### src/rtl/jt51_exp_arb.sv
// Round-robin arbiter that time-shares one exp ROM among NREQ requesters.
// Grant, ROM lookup and shift form a 3-stage pipeline advanced by cen.
module jt51_exp_arb #(
   parameter int unsigned NREQ = 4,
   parameter int unsigned IDW  = 2,
   parameter int unsigned LW   = 12
) (
   input  logic                 clk,
   input  logic                 rst_n,
   input  logic                 cen,
   input  logic [NREQ-1:0]      req,
   input  logic [NREQ*LW-1:0]   log_in,
   output logic [NREQ-1:0]      gnt,
   output logic [7:0]           rom_addr,
   input  logic [15:0]          rom_data,
   output logic                 out_valid,
   output logic [IDW-1:0]       out_id,
   output logic [15:0]          out_lin
);

   localparam int unsigned SW = LW - 8;

   logic [IDW-1:0]  r_ptr;
   logic [NREQ-1:0] r_gnt;
   logic [7:0]      r_rom_addr;
   logic            r_s1_v;
   logic [SW-1:0]   r_s1_shift;
   logic [IDW-1:0]  r_s1_id;
   logic            r_s2_v;
   logic [SW-1:0]   r_s2_shift;
   logic [IDW-1:0]  r_s2_id;
   logic            r_out_valid;
   logic [IDW-1:0]  r_out_id;
   logic [15:0]     r_out_lin;

   logic [NREQ-1:0] w_elig;
   logic            w_found;
   logic [IDW-1:0]  w_win;
   logic [IDW-1:0]  w_next_ptr;
   logic [LW-1:0]   w_log;

   // Search eligible requesters from r_ptr upward, wrapping; the current grantee is excluded
   always_comb begin
      int unsigned v_idx;
      v_idx   = 0;
      w_found = 1'b0;
      w_win   = '0;
      w_elig  = req & ~r_gnt;
      for (int unsigned k = 0; k < NREQ; k++) begin
         v_idx = 32'(r_ptr) + k;
         if (v_idx >= NREQ) v_idx = v_idx - NREQ;
         if (!w_found && w_elig[v_idx]) begin
            w_found = 1'b1;
            w_win   = IDW'(v_idx);
         end
      end
   end

   assign w_next_ptr = (w_win == IDW'(NREQ - 1)) ? '0 : w_win + IDW'(1);
   assign w_log      = log_in[32'(w_win)*LW +: LW];

   always_ff @(posedge clk) begin
      if (!rst_n) begin
         r_ptr       <= '0;
         r_gnt       <= '0;
         r_rom_addr  <= '0;
         r_s1_v      <= 1'b0;
         r_s1_shift  <= '0;
         r_s1_id     <= '0;
         r_s2_v      <= 1'b0;
         r_s2_shift  <= '0;
         r_s2_id     <= '0;
         r_out_valid <= 1'b0;
         r_out_id    <= '0;
         r_out_lin   <= '0;
      end else if (cen) begin
         r_gnt  <= w_found ? (NREQ'(1) << w_win) : '0;
         r_s1_v <= w_found;
         if (w_found) begin
            r_rom_addr <= w_log[7:0];
            r_s1_shift <= w_log[LW-1:8];
            r_s1_id    <= w_win;
            r_ptr      <= w_next_ptr;
         end
         // ROM latches rom_addr on this same edge, so s2 lines up with rom_data next edge
         r_s2_v      <= r_s1_v;
         r_s2_shift  <= r_s1_shift;
         r_s2_id     <= r_s1_id;
         r_out_valid <= r_s2_v;
         if (r_s2_v) begin
            r_out_lin <= rom_data >> r_s2_shift;
            r_out_id  <= r_s2_id;
         end
      end
   end

   assign gnt       = r_gnt;
   assign rom_addr  = r_rom_addr;
   assign out_valid = r_out_valid;
   assign out_id    = r_out_id;
   assign out_lin   = r_out_lin;

endmodule

### config.mk
export PLATFORM = sky130hd
export DESIGN_NAME = jt51_exp_arb
export DESIGN_NICKNAME = d
export VERILOG_FILES = /design/src/rtl/jt51_exp_arb.sv
export SDC_FILE = /design/constraint.sdc
export NUM_CORES = 1
export LEC_CHECK = 0
export BUFFER_PORTS_ARGS = -buffer_cell sky130_fd_sc_hd__clkbuf_2
export CAP_MARGIN = 20
export CORE_MARGIN = 2
export CORE_UTILIZATION = 50
export DETAILED_ROUTE_END_ITERATION = 6
export PLACE_DENSITY = 0.79
export REMOVE_ABC_BUFFERS = 1
export SLEW_MARGIN = 20
export SYNTH_ARGS = -nofsm -noshare
export SYNTH_HDL_FRONTEND = slang
export SYNTH_SLANG_ARGS = --single-unit
### constraint.sdc
create_clock -name clk -period 1.95 [get_ports clk]
set_input_delay 0.195 -clock clk [delete_from_list [all_inputs] [get_ports clk]]
set_output_delay 0.195 -clock clk [all_outputs]
set_load 0.01 [all_outputs]
[Yosys cells after proc, flatten, opt, wreduce, memory -nomap -nowiden]
Index checks and enable logic that the tools add are counted.
Storage, ports and cells
  word-level logic and storage cells: 65
  register bits: 47
  bits of input ports: 71
Cells by class
  bitwise logic cells: 2
  order comparisons: 8
  eq/ne operators: 1
  mux-type cells: 22
  reductions and logical operators: 8
  $mul: 1
  add/sub/neg operators: 8
  shift operators: 3
Operator list (count)
  $lt A32 B3 Y1 const B: 4
  $mux W32: 4
  $shiftx A48 B7 Y12: 1
  $shr A16 B4 Y16: 1
  $sub A3 B3 Y4 const B: 3
  $mux W2: 5
  $ge A3 B3 Y1 const B: 3
  $bmux W1 S2: 4
  $mux W1: 8
  $add A2 B2 Y3 const B: 2
  $and A4 B4 Y4: 1
  $mul A2 B2 Y4 const B: 1
  $mux W4: 1
  $not A4 Y4: 1
  $reduce_and A2 Y1: 2
  $shl A1 B2 Y4 const A: 1
  $sub A2 B3 Y4 const B: 1
  $add A2 B1 Y3 const B: 1
  $ge A2 B3 Y1 const B: 1
  $logic_and A1 B1 Y1: 3
  $logic_not A1 Y1: 3
  $add A2 B1 Y2 const B: 1
  $eq A2 B2 Y1 const B: 1

[Depth between registers and ports, before layout]
  depth in word-level cells: 16
  gate-level depth with buffers: 8
  depth with buffers taken out: 6

[Least setup slack after synthesis]
Ideal clock, no wire load.
  path type: flip-flop to flip-flop
  start: reg r_gnt[3] (netlist: gnt[3])
  end: reg r_ptr[1]
  slack: 0.101 ns
  period minus slack after synthesis: 1.849 ns
  data arrival time: 1.774 ns
  cell stages (with the launch flop): 9
  path buffers: 2
  setup time: 0.076 ns
  path through: dfxtp_1 -> and2b_1 -> a311o_1 -> and2_4 -> buf_6 -> buf_6 -> ha_1 -> nand2_1 -> a21boi_0
Between the ends
  longest elaborated chain between the ends: 16
  elaborated cells between the ends (all ways): 28
  classes of those cells: add/sub: 1; eq/ne: 1; mux: 17; bitwise: 2; reduce/logical: 7
Ends and longest elaborated chain
  from (decl): RTL line 24  | logic [NREQ-1:0] r_gnt;
  from (signal assigned): RTL line 77  | r_gnt <= w_found ? (NREQ'(1) << w_win) : '0;
  $not A4 Y4 (*): RTL line 48  | w_elig = req & ~r_gnt;
  $and A4 B4 Y4 (*): RTL line 48
  $bmux W1 S2: RTL line 52  | if (!w_found && w_elig[v_idx]) begin
  $mux W1 (implied by the code): RTL line 52
  $mux W1: RTL line 52
  $logic_not A1 Y1: RTL line 52
  $logic_and A1 B1 Y1: RTL line 52
  $mux W1: RTL line 52
  $logic_not A1 Y1: RTL line 52
  $logic_and A1 B1 Y1: RTL line 52
  $mux W1: RTL line 52
  $logic_not A1 Y1: RTL line 52
  $logic_and A1 B1 Y1: RTL line 52
  $mux W2 (*): RTL line 52
  $add A2 B1 Y2 or $eq A2 B2 Y1 (tied branches): RTL line 59  | assign w_next_ptr = (w_win == IDW'(NREQ - 1)) ? '0 : w_win + IDW'(1);
  $mux W2 (*): RTL line 59
  via w_next_ptr[1]: RTL line 39  | logic [IDW-1:0] w_next_ptr;
  to (signal assigned): RTL line 83  | r_ptr <= w_next_ptr;
  to (decl): RTL line 23  | logic [IDW-1:0] r_ptr;
Mark *: on every way through the listed nets, which the timed path passes. The rest lies on a longest branch. The select of a mux whose other input is x is not followed.
A chain may end at the register's enable or synchronous reset.

[Final worst setup path]
  start: reg r_gnt[3] (netlist: gnt[3])
  end: reg r_rom_addr[5] (netlist: rom_addr[5])
Between the ends
  longest elaborated chain between the ends: 16
  elaborated cells between the ends (all ways): 27
  classes of those cells: mul: 1; shift: 1; mux: 16; bitwise: 2; reduce/logical: 7
Ends and longest elaborated chain
  $not A4 Y4 (*): RTL line 48
  $and A4 B4 Y4 (*): RTL line 48
  $bmux W1 S2: RTL line 52
  $mux W1 (implied by the code): RTL line 52
  $mux W1: RTL line 52
  $logic_not A1 Y1: RTL line 52
  $logic_and A1 B1 Y1: RTL line 52
  $mux W1: RTL line 52
  $logic_not A1 Y1: RTL line 52
  $logic_and A1 B1 Y1: RTL line 52
  $mux W1: RTL line 52
  $logic_not A1 Y1: RTL line 52
  $logic_and A1 B1 Y1: RTL line 52
  $mux W2: RTL line 52
  $mul A2 B2 Y4: RTL line 60  | assign w_log = log_in[32'(w_win)*LW +: LW];
  $shiftx A48 B7 Y12: RTL line 60
  to (signal assigned): RTL line 80  | r_rom_addr <= w_log[7:0];
  to (decl): RTL line 25  | logic [7:0] r_rom_addr;
Every way passes the cells marked *; elsewhere a longest branch is shown, timed or not. The select of a mux whose other input is x is not followed.

==> summary by stage <==
CTS
CTS built an H-tree with a depth of 2. The clock transition at the registers of the reported paths is 0.08 ns. TritonCTS built the clock tree.

The clock latency on the worst-skew pair is ~0.3 ns. The maximum clock insertion buffer count is 2. The root buffer cell is clkbuf_8. Buffers inserted during clock tree synthesis total 5. For this design, the sink count on the clock tree is 47.

Synth
The register bit count reported by yosys is 47. The share of synthesized registers carrying an async set or reset is 0%. Synthesis produced between 300 and 400 cells.

During synthesis, Yosys emitted a total of 0 warnings. The synthesized area per cell is approximately 9.5 um2. The top flip-flop cell by instance count after synthesis is dfxtp_1. The post-synthesis cell type count is 38. The sequential element share of the synthesized area is approximately a third. Yosys mapped a number of flops with a built-in enable equal to 0.

The post-synth design cell area is between 0.002 and 0.003 mm2.

Power and ir drop
The sequential power share is 42.9%. Net switching is 30.09% of the power. The power share of the clock group is roughly a quarter.

In this run the static leakage power is approximately 0.0015 uW. The switching power is around 770 uW. In this run, the combinational gates consume a little under a third of the power. The maximum resistive drop on vdd is 0.4198 mV. Dividing total power by cell area gives a power density of between 700 and 800 mW/mm2.

Cell internal power was estimated by the tool at about 1800 uW.

Routing
In the routed design, unresolved DRC markers number 0. The detail route stage leaves a number of antenna-violating nets equal to 0. The aggregate routed wire length is 7.135 mm. The average vias per placed instance is slightly below 6. The number of iterations in the first detailed-routing pass is 4. In this run, the number of DRC markers left after iteration 0 of detailed routing was roughly 150.

The average wire per standard cell is about 15 um. The routed via count is about 2700.

Floorplanning
The die height is 80.20 um. For this configuration, the core starts out at a cell density of a little over half. The total die area is 0.006431 mm2. The placeable core region is between 0.005 and 0.006 mm2. The floorplan step set the die width to between 80 and 90 um. The number of placement rows is 27. The I/O pin count is 102.

Place
Timing analysis after detailed placement gives a worst setup slack of -0.07222 ns. The wire-length estimate of the detail-placed layout is 5.304 mm. At the end of routability-driven placement, the weighted congestion stood at ~0.88. The count of port buffers added during placement is between 100 and 150.

Finish
The post-synthesis to final-layout area growth is 23.92%. Counting the fill cells in the layout gives 483. The commonest non-fill, non-tap cell in the layout is clkbuf_2. After the last flow step, the layout net total stands at 470. The register area is around 940 um2. The number of antenna diodes in the final layout is 0.

The share of cells above drive strength 1 is 34.17%. The multi-input combinational cells in the finished layout cover a total of roughly 0.0018 mm2. The library cells used most frequently in the layout, excluding fill and tap cells, are clkbuf_2, dfxtp_1, mux2i_1.

Worst setup path
The critical path endpoint category is a register. In this run the register-to-register setup slack is about 0.15 ns. The startpoint type of the worst setup path is a register. The class of the most critical setup path is register to register. The gate family responsible for the most delay along the worst path is compound AO/OA/AOI/OAI gates.

The largest fanout on the critical path is 12. The total buffers and inverters traversed by the critical path is 1. The slowest stage of the critical path is the dfxtp_1 cell. STA puts the critical path data arrival time at between 2 and 2.5 ns. The largest stage delay on the critical path is 0.34 ns. The critical path goes through nand2b_1 > a21oi_1 > a22o_1 > nand3_1 > buf_4 > o211ai_1. The worst endpoint required time is roughly 2.2 ns.

Global route
The via count of the first global-routing pass is approximately 2500. The number of antenna violations at the first check in global routing is 0. Entering global routing, the biggest net connects 28 pins. The overall overflow remaining after global route is 0. The first global-routing pass estimated ~11 mm of wire. The global router's overall resource usage is a little under a quarter.

STA
The max-slew violation total from the final report is 0. Measured against its own limit, the worst slew margin works out to between 60% and 70%. The maximum operating frequency is between 500 and 600 MHz.

The number of hold-slack violations in the final timing report is 0. The count of final setup violators is 0. Subtracting the final worst setup slack from the clock period gives around 1.8 ns. The smallest setup slack after layout is between 0.15 and 0.2 ns.

The final-layout worst hold slack is between 0.15 and 0.2 ns. The share of the cycle needed by the critical path after routing is between 90% and 100%. Setup repair after global routing left no endpoint under its margin. The final setup skew is 0.005227 ns. The slew at the pin with the worst max-slew slack is ~0.55 ns.

Flow run
The max capacitance violation total is 0.

Outcome
The flow ran to the end, and the final reports show no timing, DRC or antenna violations.

Min path
The path type of the worst min-delay path is input pin to register.
[layout make-up]
cell class | instances | area share, %
Clock inverter | 1 | 0.8348
Multi-Input combinational cell | 230 | 51.03
Sequential cell | 47 | 26.16
Clock buffer | 6 | 2.017
Timing Repair Buffer | 114 | 17.46
Tap cell | 72 | 2.504
[final timing paths]
| kind | start | to | cells past startpoint |
|---|---|---|---|
| max | gnt[3]$_SDFFE_PN0P_ | rom_addr[5]$_SDFFE_PN0P_ | 6 |
| min | log_in[16] | rom_addr[4]$_SDFFE_PN0P_ | 3 |
| max reg2reg | gnt[3]$_SDFFE_PN0P_ | rom_addr[5]$_SDFFE_PN0P_ | 6 |
| min reg2reg | r_s1_id[1]$_SDFFE_PN0P_ | r_s1_id[1]$_SDFFE_PN0P_ | 2 |
[state kept, by name, indices dropped and copies added, names as in the netlist]
signal / flops
out_lin: 16
rom_addr: 8
gnt: 4
r_s1_shift: 4
r_s2_shift: 4
out_id: 2
r_ptr: 2
r_s1_id: 2
r_s2_id: 2
out_valid: 1
r_s1_v: 1
r_s2_v: 1
[timing repair]
action	in CTS	in global routing
pin swaps	0	1
endpoints found under the setup margin	13	4
hold buffers	0	0
gates resized for setup	1	1
buffers inserted	0	1
[routing by layer]
layer  up-vias  wire length, um  track usage [%]
li1       1334                -                -
met1      1261             3074            27.63
met2       114             3437            39.75
met3        13              505            4.270
met4         0              118            7.288
met5         -                0                0
[per-stage QoR]
step                      TNS [ns]  util (%)  total power [uW]  cell area, um2  std cells
after floorplan             -1.022         -              1574            2761        277
final                            0     64.93              2549            3597        470
after detailed placement   -0.6737     62.44              1858            3460        462
after global routing             0     64.93              2688            3597        470
after CTS                        0     64.50              2542            3573        469
after global placement           0     62.44              1840            3460        462
[tightest hold or removal path, cell delays in order]
cell	delay, ns
clkbuf_2	0.07
mux2i_1	0.05
o211ai_1	0.14
[power groups by stage]
stage	registers, uW	clock network (uW)	logic [uW]
finish	1090	681	773
global route	1100	740	844
CTS	1090	692	756
detailed placement	1120	0	742
global placement	1110	0	726
floorplan	1140	0	431
[cell usage after synthesis, drive strengths merged, types with 8 or more instances]
library cell  count  area share [%]
o211ai           24             6.2
nand2            13             1.7
nand2b            8             1.7
mux4             11             8.5
mux2i            41              14
and3             12             2.6
dfxtp            47              32
a21oi            16             2.8
nand3            18             3.1
a21boi           22             5.7
nor2b            21             4.6
clkbuf           16             2.1
buf              13             2.8
[cells by family (layout without fill, tap and decap cells)]
group           after synthesis  count (layout)  share of synthesized area, %
simple gates                 91              91                         17.76
fa+ha+maj                     1               1                        0.4310
mux                          52              52                         22.67
compound gates               86              86                         21.85
flops                        47              47                         32.41
buf+inv                      29             121                         4.870
Power figures use the tool's default switching activity.
